<file path="config.mk">
export PLATFORM = sky130hd
export DESIGN_NAME = fir_pe_ctrl
export DESIGN_NICKNAME = d
export VERILOG_FILES = /design/src/rtl/fir_pe_ctrl.sv
export SDC_FILE = /design/constraint.sdc
export NUM_CORES = 1
export LEC_CHECK = 0
export BUFFER_PORTS_ARGS = -buffer_cell sky130_fd_sc_hd__buf_2
export CORE_UTILIZATION = 45
export DETAILED_ROUTE_END_ITERATION = 10
export PLACE_DENSITY = 0.78
export SYNTH_ARGS = -nofsm -noshare
export SYNTH_HDL_FRONTEND = slang
export SYNTH_SLANG_ARGS = --single-unit
</file>
<file path="constraint.sdc">
create_clock -name clk -period 5.2 [get_ports clk]
set_clock_uncertainty 0.2 [all_clocks]
set_input_delay 0.52 -clock clk [delete_from_list [all_inputs] [get_ports clk]]
set_output_delay 0.52 -clock clk [all_outputs]
set_load 0.05 [all_outputs]
</file>
<file path="src/rtl/fir_pe_ctrl.sv">
// fir_pe_ctrl: sequencer for an N_PE-stage systolic FIR array. It holds the coefficient
// register file, paces array issue with credit and gap control, and buffers results in a FIFO.
module fir_pe_ctrl #(
    parameter int N_PE       = 8,
    parameter int XW         = 4,
    parameter int YW         = 4,
    parameter int CW         = 6,
    parameter int FIFO_DEPTH = 4,
    parameter int ISSUE_GAP  = 4,
    localparam int AW        = (N_PE > 1) ? $clog2(N_PE) : 1
) (
    input  logic               clk,
    input  logic               reset,
    input  logic               run,
    input  logic               cfg_we,
    input  logic [AW-1:0]      cfg_addr,
    input  logic [CW-1:0]      cfg_data,
    input  logic               s_valid,
    output logic               s_ready,
    input  logic [XW-1:0]      s_data,
    output logic               m_valid,
    input  logic               m_ready,
    output logic [YW-1:0]      m_data,
    output logic               m_last,
    output logic               busy,
    output logic               err,
    output logic               pe_rdy,
    output logic [XW-1:0]      pe_xin,
    output logic [YW-1:0]      pe_yin,
    output logic [N_PE*CW-1:0] pe_cin,
    input  logic               pe_vld,
    input  logic [YW-1:0]      pe_yout
);
    localparam int CNTW = $clog2(FIFO_DEPTH + 1);
    localparam int PW   = (FIFO_DEPTH > 1) ? $clog2(FIFO_DEPTH) : 1;
    localparam int GW   = (ISSUE_GAP > 1) ? $clog2(ISSUE_GAP) : 1;
    localparam int DW   = $clog2(N_PE + 1);
    localparam logic [CNTW:0]   DEPTH_C = (CNTW+1)'(FIFO_DEPTH);
    localparam logic [CNTW-1:0] ONE_C   = CNTW'(1);
    localparam logic [PW-1:0]   PTR_MAX = PW'(FIFO_DEPTH - 1);
    localparam logic [GW-1:0]   GAP_MAX = GW'(ISSUE_GAP - 1);
    localparam logic [DW-1:0]   NPE_C   = DW'(N_PE);
    localparam logic [AW:0]     NPE_A   = (AW+1)'(N_PE);

    typedef enum logic [1:0] {S_CFG, S_RUN, S_DRAIN} state_t;

    state_t          r_state;
    logic [CW-1:0]   r_coef [N_PE];
    logic [YW:0]     r_mem [FIFO_DEPTH];
    logic [CNTW-1:0] r_out;
    logic [CNTW-1:0] r_cnt;
    logic [PW-1:0]   r_wrPtr;
    logic [PW-1:0]   r_rdPtr;
    logic [GW-1:0]   r_gap;
    logic [DW-1:0]   r_drainCnt;
    logic            r_peRdy;
    logic            r_err;
    logic [XW-1:0]   r_peXin;

    logic w_credit, w_gapOk, w_sReady, w_accept, w_drainDone, w_drainIssue;
    logic w_issue, w_ret, w_drop, w_pop, w_lastTag;

    function automatic logic [CW-1:0] coefDefault(input int idx);
        logic [CW-1:0] v;
        v = '0;
        if (N_PE == 8) begin
            case (idx)
                0, 7:    v = CW'(4);
                1, 6:    v = CW'(12);
                2, 5:    v = CW'(25);
                3, 4:    v = CW'(34);
                default: v = '0;
            endcase
        end
        return v;
    endfunction

    // Every issued sample must own a FIFO slot on return, since the array cannot stall.
    assign w_credit     = ({1'b0, r_out} + {1'b0, r_cnt}) < DEPTH_C;
    assign w_gapOk      = (r_gap == GAP_MAX);
    assign w_sReady     = (r_state == S_RUN) && w_credit && w_gapOk;
    assign w_accept     = s_valid && w_sReady;
    assign w_drainDone  = (r_drainCnt == NPE_C);
    assign w_drainIssue = (r_state == S_DRAIN) && !w_drainDone && w_credit && w_gapOk;
    assign w_issue      = w_accept || w_drainIssue;
    assign w_ret        = pe_vld && (r_out != '0);
    assign w_drop       = pe_vld && (r_out == '0);
    assign w_pop        = (r_cnt != '0) && m_ready;
    assign w_lastTag    = (r_state == S_DRAIN) && w_drainDone && (r_out == ONE_C);

    always_ff @(posedge clk) begin
        if (reset) begin
            r_state    <= S_CFG;
            r_drainCnt <= '0;
        end else begin
            case (r_state)
                S_CFG: begin
                    if (run) r_state <= S_RUN;
                end
                S_RUN: begin
                    if (!run) begin
                        r_state    <= S_DRAIN;
                        r_drainCnt <= '0;
                    end
                end
                S_DRAIN: begin
                    if (w_drainIssue) r_drainCnt <= r_drainCnt + 1'b1;
                    if (w_drainDone && r_out == '0) r_state <= S_CFG;
                end
                default: r_state <= S_CFG;
            endcase
        end
    end

    // The gap counter saturates at ISSUE_GAP-1, which also makes the first issue after reset legal.
    always_ff @(posedge clk) begin
        if (reset) begin
            r_peRdy <= 1'b0;
            r_peXin <= '0;
            r_gap   <= GAP_MAX;
            r_out   <= '0;
            r_err   <= 1'b0;
        end else begin
            r_peRdy <= w_issue;
            if (w_issue) begin
                r_peXin <= w_accept ? s_data : '0;
                r_gap   <= '0;
            end else if (!w_gapOk) begin
                r_gap <= r_gap + 1'b1;
            end
            case ({w_issue, w_ret})
                2'b10:   r_out <= r_out + 1'b1;
                2'b01:   r_out <= r_out - 1'b1;
                default: r_out <= r_out;
            endcase
            if (r_state != S_CFG && (cfg_we || w_drop)) r_err <= 1'b1;
        end
    end

    always_ff @(posedge clk) begin
        if (reset) begin
            r_wrPtr <= '0;
            r_rdPtr <= '0;
            r_cnt   <= '0;
            for (int i = 0; i < FIFO_DEPTH; i++) r_mem[i] <= '0;
        end else begin
            if (w_ret) begin
                r_mem[r_wrPtr] <= {w_lastTag, pe_yout};
                r_wrPtr        <= (r_wrPtr == PTR_MAX) ? '0 : r_wrPtr + 1'b1;
            end
            if (w_pop) r_rdPtr <= (r_rdPtr == PTR_MAX) ? '0 : r_rdPtr + 1'b1;
            case ({w_ret, w_pop})
                2'b10:   r_cnt <= r_cnt + 1'b1;
                2'b01:   r_cnt <= r_cnt - 1'b1;
                default: r_cnt <= r_cnt;
            endcase
        end
    end

    always_ff @(posedge clk) begin
        if (reset) begin
            for (int i = 0; i < N_PE; i++) r_coef[i] <= coefDefault(i);
        end else if (cfg_we && r_state == S_CFG && {1'b0, cfg_addr} < NPE_A) begin
            r_coef[cfg_addr] <= cfg_data;
        end
    end

    for (genvar g = 0; g < N_PE; g++) begin : g_cin
        assign pe_cin[g*CW +: CW] = r_coef[g];
    end

    assign s_ready = w_sReady;
    assign m_valid = (r_cnt != '0);
    assign m_data  = r_mem[r_rdPtr][YW-1:0];
    assign m_last  = m_valid && r_mem[r_rdPtr][YW];
    assign busy    = (r_state != S_CFG);
    assign err     = r_err;
    assign pe_rdy  = r_peRdy;
    assign pe_xin  = r_peXin;
    assign pe_yin  = '0;

endmodule

</file>
; Word level (Yosys, flattened, before mapping)
; Memory sizes are Yosys's and may differ from the RTL's. A register that Yosys moved wholly into a read port is not among the register bits.
; Cells that the tools add are included.
[word_totals]
memories = 2
register_bits = 24
output_inout_bits = 66
input_bits = 24
ramBits = 68
[mem_list]
columns = memory, depth, width, read_ports, rd_ports_with_merged_regs, wr, line_no
row1 = r_coef, 8, 6, 8, 0, 8, 48  ; logic [CW-1:0] r_coef [N_PE];
row2 = r_mem, 4, 5, 1, 1, 4, 49  ; logic [YW:0] r_mem [FIFO_DEPTH];
[op_classes]
mux = 34
eq_ne = 16
n_reduce_logical = 30
addsub = 9
n_lt_le_gt_ge = 1
[op_table]
columns = cell, n
row1 = $mux 6, 5
row2 = $mux 2, 10
row3 = $logic_and 1x1->1, 15
row4 = $eq 2x2->1 const B, 6
row5 = $mux 4, 3
row6 = $pmux 3 s2, 2
row7 = $mux 1, 10
row8 = $pmux 4 s2, 1
row9 = $reduce_bool 2->1, 4
row10 = $add 2x1->2 const B, 3
row11 = $add 3x1->3 const B, 2
row12 = $eq 2x1->1 const B, 3
row13 = $ne 2x2->1 const B, 3
row14 = $pmux 2 s3, 1
row15 = $reduce_and 3->1, 2
row16 = $reduce_bool 3->1, 2
row17 = $reduce_or 6->1, 1
row18 = $sub 3x1->3 const B, 2
row19 = $mux 5, 1
row20 = $reduce_or 5->1, 1
row21 = $add 3x3->4, 1
row22 = $add 4x1->4 const B, 1
row23 = $eq 4x4->1 const B, 1
row24 = $lt 4x3->1 const B, 1
row25 = 7 further kinds, 9

; Depth between registers and ports, before layout
[depth]
depth_word = 8
depth_mapped = 11
mapped_depth_nobuf = 10

; Worst setup path after synthesis
; Ideal clock, no wire load.
[synth_timing]
kind = register to register
from = register r_out[1]
to = register r_cnt[2]
period_less_slack_ns = 2.478
path_buffers = 1
setup_slack_ns = 2.722
arrival_time_ns = 2.208
required_ns = 4.929
path_stages_with_launch = 12
path_cell_list = dfxtp_1 inv_1 ha_1 nor2b_1 nand2b_1 buf_2 ha_1 inv_1 fa_1 xor2_1 or3_1 a21oi_1
[synth_via]
elab_chain_cells = 4
elab_cells_between_ends = 6
cone_classes = eq/ne: 2 / mux: 1 / reduce/logical: 3
[synth_rtl]
columns = item, line_no
row1 = start: declaration, 50  ; logic [CNTW-1:0] r_out;
row2 = start signal: assignment, 132  ; 2'b10: r_out <= r_out + 1'b1;
row3 = start signal: assignment, 133  ; 2'b01: r_out <= r_out - 1'b1;
row4 = start signal: assignment, 134  ; default: r_out <= r_out;
row5 = $reduce_bool 3->1 (*), 86  ; assign w_ret = pe_vld && (r_out != '0);
row6 = $logic_and 1x1->1 (*), 86
row7 = $eq 2x1->1 or $eq 2x2->1 (tied branches), 152  ; case ({w_ret, w_pop})
row8 = $pmux 3 s2 or $reduce_bool 2->1 (tied branches), -
row9 = end signal: assignment, 153  ; 2'b10: r_cnt <= r_cnt + 1'b1;
row10 = end signal: assignment, 154  ; 2'b01: r_cnt <= r_cnt - 1'b1;
row11 = end signal: assignment, 155  ; default: r_cnt <= r_cnt;
row12 = end: declaration, 51  ; logic [CNTW-1:0] r_cnt;
; Mark *: on every way between the ends. The rest lies on a longest branch, timed or not.
; A chain may end at the register's enable or synchronous reset.

; Worst setup path after layout
; Same ends and word-level chain as after synthesis.

==> impl_table.tex <==
\begin{tabular}{lr}
\hline
Metric & Value \\
\hline
\multicolumn{2}{l}{\textbf{Outcome}} \\
\quad Outcome & complete, no violations \\
\multicolumn{2}{l}{\textbf{Pwr}} \\
\quad Worst ir drop on vdd & 0.000131 V \\
\quad Leakage dissipation & around 0.0019 µW \\
\quad P per Cell Area & between 300 and 400 nW/µm² \\
\quad Total design power & 1850 µW \\
\multicolumn{2}{l}{\textbf{Clock tree}} \\
\quad Number of hold buffers added after CTS & 0 \\
\quad Setup fix buffers added after clock tree synthesis & 0 \\
\quad Clock root buffer & clkbuf\_8 \\
\quad Clock H-tree levels & 3 \\
\quad Clk sink count & 94 \\
\quad CTS tree & yes \\
\quad Clock slew seen by the registers of the worst setup and hold paths & approximately 90 ps \\
\quad Later-pin clock latency in the skew report & $\sim$360 ps \\
\quad Clock buffer count from CTS & 9 \\
\quad Bufs on Longest Clock Path & 2 \\
\quad Cells resized by post-CTS repair & 0 \\
\multicolumn{2}{l}{\textbf{Setup path}} \\
\quad Critical path, cell by cell & inv\_1, ha\_1, nor2b\_1, nand2b\_1, ha\_1, inv\_1, fa\_1, xor2\_1, or3\_1, a21oi\_1 \\
\quad Capturing element type of the critical path & flop \\
\quad Cell at the slowest stage of the critical path & fa\_1 \\
\quad Critical path data required time & 5280 ps \\
\quad Maximum fanout along the worst path & 7 \\
\quad Critical Path Source Type & flop \\
\quad Worst reg2reg path startpoint & r\_out[1] \\
\quad Critical Path Start & r\_out[1] \\
\quad Highest cell delay on the worst timing path & 370 ps \\
\quad Worst EP arrival & about 2900 ps \\
\quad Critical path class & flop to flop \\
\multicolumn{2}{l}{\textbf{Yosys}} \\
\quad Cell type with the largest total area after synthesis & edfxtp\_1 \\
\quad Synthesized instance count & around 320 \\
\quad Average cell area after synthesis & 13.0 µm² \\
\quad Synth warnings & 0 \\
\quad Synth top area share & 49.7\% \\
\quad Most area-consuming cells after synthesis & edfxtp\_1, dfxtp\_1, and2\_1 \\
\quad Post-synthesis instance area & around 4000 µm² \\
\quad Number of distinct library cells after synthesis & between 40 and 50 \\
\quad Flop and latch count out of synthesis & 94 \\
\quad Primary FF master, synth & edfxtp\_1 \\
\quad Synth async-reset ratio & 0\% \\
\quad Sequential-to-total area share from yosys stat & between 60 and 70\% \\
\quad Count of flip-flops with a built-in enable after synthesis & between 60 and 70 \\
\multicolumn{2}{l}{\textbf{Cells and area}} \\
\quad Number of antenna repair diodes & 0 \\
\quad Layout Nets & between 400 and 500 \\
\quad Footprint of the flip-flops and latches & 2560 µm² \\
\quad Filler cell count in the final layout & between 700 and 800 \\
\quad Area growth, synth to finish & 17.0\% \\
\quad Area occupied by multi-input gates & about 1500 µm² \\
\quad Fraction of layout instances using a drive strength above 1 & between 30\% and 40\% \\
\quad Number of standard cells in the layout, taps in and fillers out & 516 \\
\multicolumn{2}{l}{\textbf{STA}} \\
\quad Accumulated negative setup slack & 0 ps \\
\quad Achievable Freq & roughly 0.36 GHz \\
\quad Final period utilization & a little over half \\
\quad RSZ-0062 raised after global routing & false \\
\quad Worst slew slack as a fraction of its limit & 56.6\% \\
\quad Number of setup violations in the final report & 0 \\
\quad Final hold viol count & 0 \\
\quad Max-slew violation total from the final report & 0 \\
\quad Final Critical Period & 2790 ps \\
\quad Worst Max-Slew Pin Slew & 650 ps \\
\multicolumn{2}{l}{\textbf{Hold path}} \\
\quad HP Start & s\_data[2] \\
\quad Class of the worst hold path & input port to flop \\
\multicolumn{2}{l}{\textbf{Route}} \\
\quad Drc violations & 0 \\
\quad Detailed-router iteration count before antenna repair & 4 \\
\quad Routed vias & approximately 2600 \\
\quad Violation count after the first detailed-route iteration & 65 \\
\quad DRT antenna net count & 0 \\
\quad Sum of routed wire length over all layers & 7950 µm \\
\quad Via density per instance & around 5.0 \\
\quad Average routed wire per standard cell & 15.4 µm \\
\multicolumn{2}{l}{\textbf{Place}} \\
\quad Global placer's final weighted congestion & 0.737 \\
\quad Detailed Place HPWL & about 6000 µm \\
\quad Cell count after placement & 500 \\
\quad Count of input and output buffers & 85 \\
\multicolumn{2}{l}{\textbf{Global routing}} \\
\quad Sum of overflow across all layers after global routing & 0 \\
\quad Wire length of the first global-routing pass & 12400 µm \\
\quad Initial antenna violation count & 0 \\
\quad Maximum number of pins on one net before global-route repair & 36 \\
\quad GRT Resource Usage Total & between 10\% and 20\% \\
\quad Via count of the first global-routing pass & 2471 \\
\multicolumn{2}{l}{\textbf{Floorplan}} \\
\quad Initial Utilization & between 40 and 50\% \\
\quad X dimension of the die & 97.6 µm \\
\quad Die Ht & about 98 µm \\
\quad Floorplan die area & approximately 9500 µm² \\
\quad Core area & 8760 µm² \\
\quad Number of top-level pins & 90 \\
\quad Site row count & 34 \\
\multicolumn{2}{l}{\textbf{Flow run}} \\
\quad Count of max-cap constraint violations & 0 \\
\hline
\end{tabular}
[routing by layer]
| layer | vias up | part of all wire [%] | track usage [%] |
|---|---|---|---|
| li1 | 1284 | - | - |
| met1 | 1224 | 43 | 22.4 |
| met2 | 71 | 50 | 27.7 |
| met3 | 13 | 5.0 | 3.31 |
| met4 | 0 | 1.9 | 8.14 |
| met5 | - | 0 | 0 |
[cell usage in the layout, fill, tap and decap left out, types with 10 or more instances in the layout]
cell      count
or2_2        13
or3_1        20
buf_2        85
ha_1         13
edfxtp_1     68
inv_1        13
a21oi_1      10
nor2_1       19
and2_1       50
dfxtp_1      26
[flip-flops by register name, summed over array words and instances, names as in the netlist, named ones only]
name	count
pe_xin	4
r_wrPtr	2
r_out	3
r_drainCnt	4
err	1
pe_rdy	1
r_coef	48
r_cnt	3
r_mem	20
r_state	2
r_rdPtr	2
r_gap	2
[critical path: cells and delay by family, from the launching register on]
family	cells	cell delay (ps)
AND/OR/NAND/NOR	3	900
adder cells (fa/ha/maj)	3	770
XOR/XNOR	1	160
AO/OA/AOI/OAI	1	170
buffers and inverters	2	180
flip-flops	1	340
[synth_stat cells (2+ instances only)]
library cell	count
xnor2_1	2
dfxtp_1	26
buf_4	4
nor3_2	2
a22o_1	4
or2_2	13
ha_1	13
nand2b_1	8
nand3_1	3
nor2b_1	4
edfxtp_1	68
nor2_1	19
nor4_2	2
and2_1	50
inv_1	13
mux4_2	5
a21oi_1	10
mux2i_1	3
a21o_1	2
xor2_1	4
clkbuf_1	4
nand2_1	8
buf_2	3
or3_1	20
o21ai_0	5
[final cells by class]
| cell class | instances | share of cell area (%) |
|---|---|---|
| clock buffer | 9 | 2.57 |
| tap | 108 | 2.81 |
| inverter | 13 | 1.01 |
| multi-input combinational | 200 | 30.1 |
| timing repair buffer | 85 | 8.84 |
| sequential | 94 | 53.3 |
| clock inverter | 7 | 1.35 |
[power breakdown]
group | switching [µW] | internal (µW) | total [µW]
clock network | 275 | 184 | 460
registers | 45.9 | 862 | 908
logic | 318 | 168 | 486
[stage by stage]
stage | hold slack (ps) | utilization (%) | worst slack (ps) | cell area (µm²)
2_1_floorplan | 254 | - | 2720 | 4120
3_3_place_gp | 250 | 52.7 | 2590 | 4620
3_5_place_dp | 260 | 52.7 | 2440 | 4620
4_1_cts | 156 | 54.9 | 2410 | 4810
5_1_grt | 155 | 54.9 | 2230 | 4810
6_report | 174 | 54.9 | 2410 | 4810
[cell families after synthesis]
kind of cell | after synthesis | share of synthesized area [%]
flip-flops | 94 | 62.3
adder cells (fa/ha/maj) | 14 | 4.44
AO/OA/AOI/OAI | 26 | 4.14
XOR/XNOR | 6 | 1.28
multiplexers | 8 | 3.47
AND/OR/NAND/NOR | 142 | 21.6
buffers and inverters | 24 | 2.65
other | 1 | 0.0912
[worst paths after layout]
| path | to | slack (ps) | cells past startpoint |
|---|---|---|---|
| worst min-delay path | pe_xin[2] | 170 | 2 |
| worst min register to register | err | 280 | 2 |
| worst max register to register | r_cnt[2] | 2410 | 10 |
| worst max-delay path | r_cnt[2] | 2410 | 10 |
(Power assumes the default switching activity.)
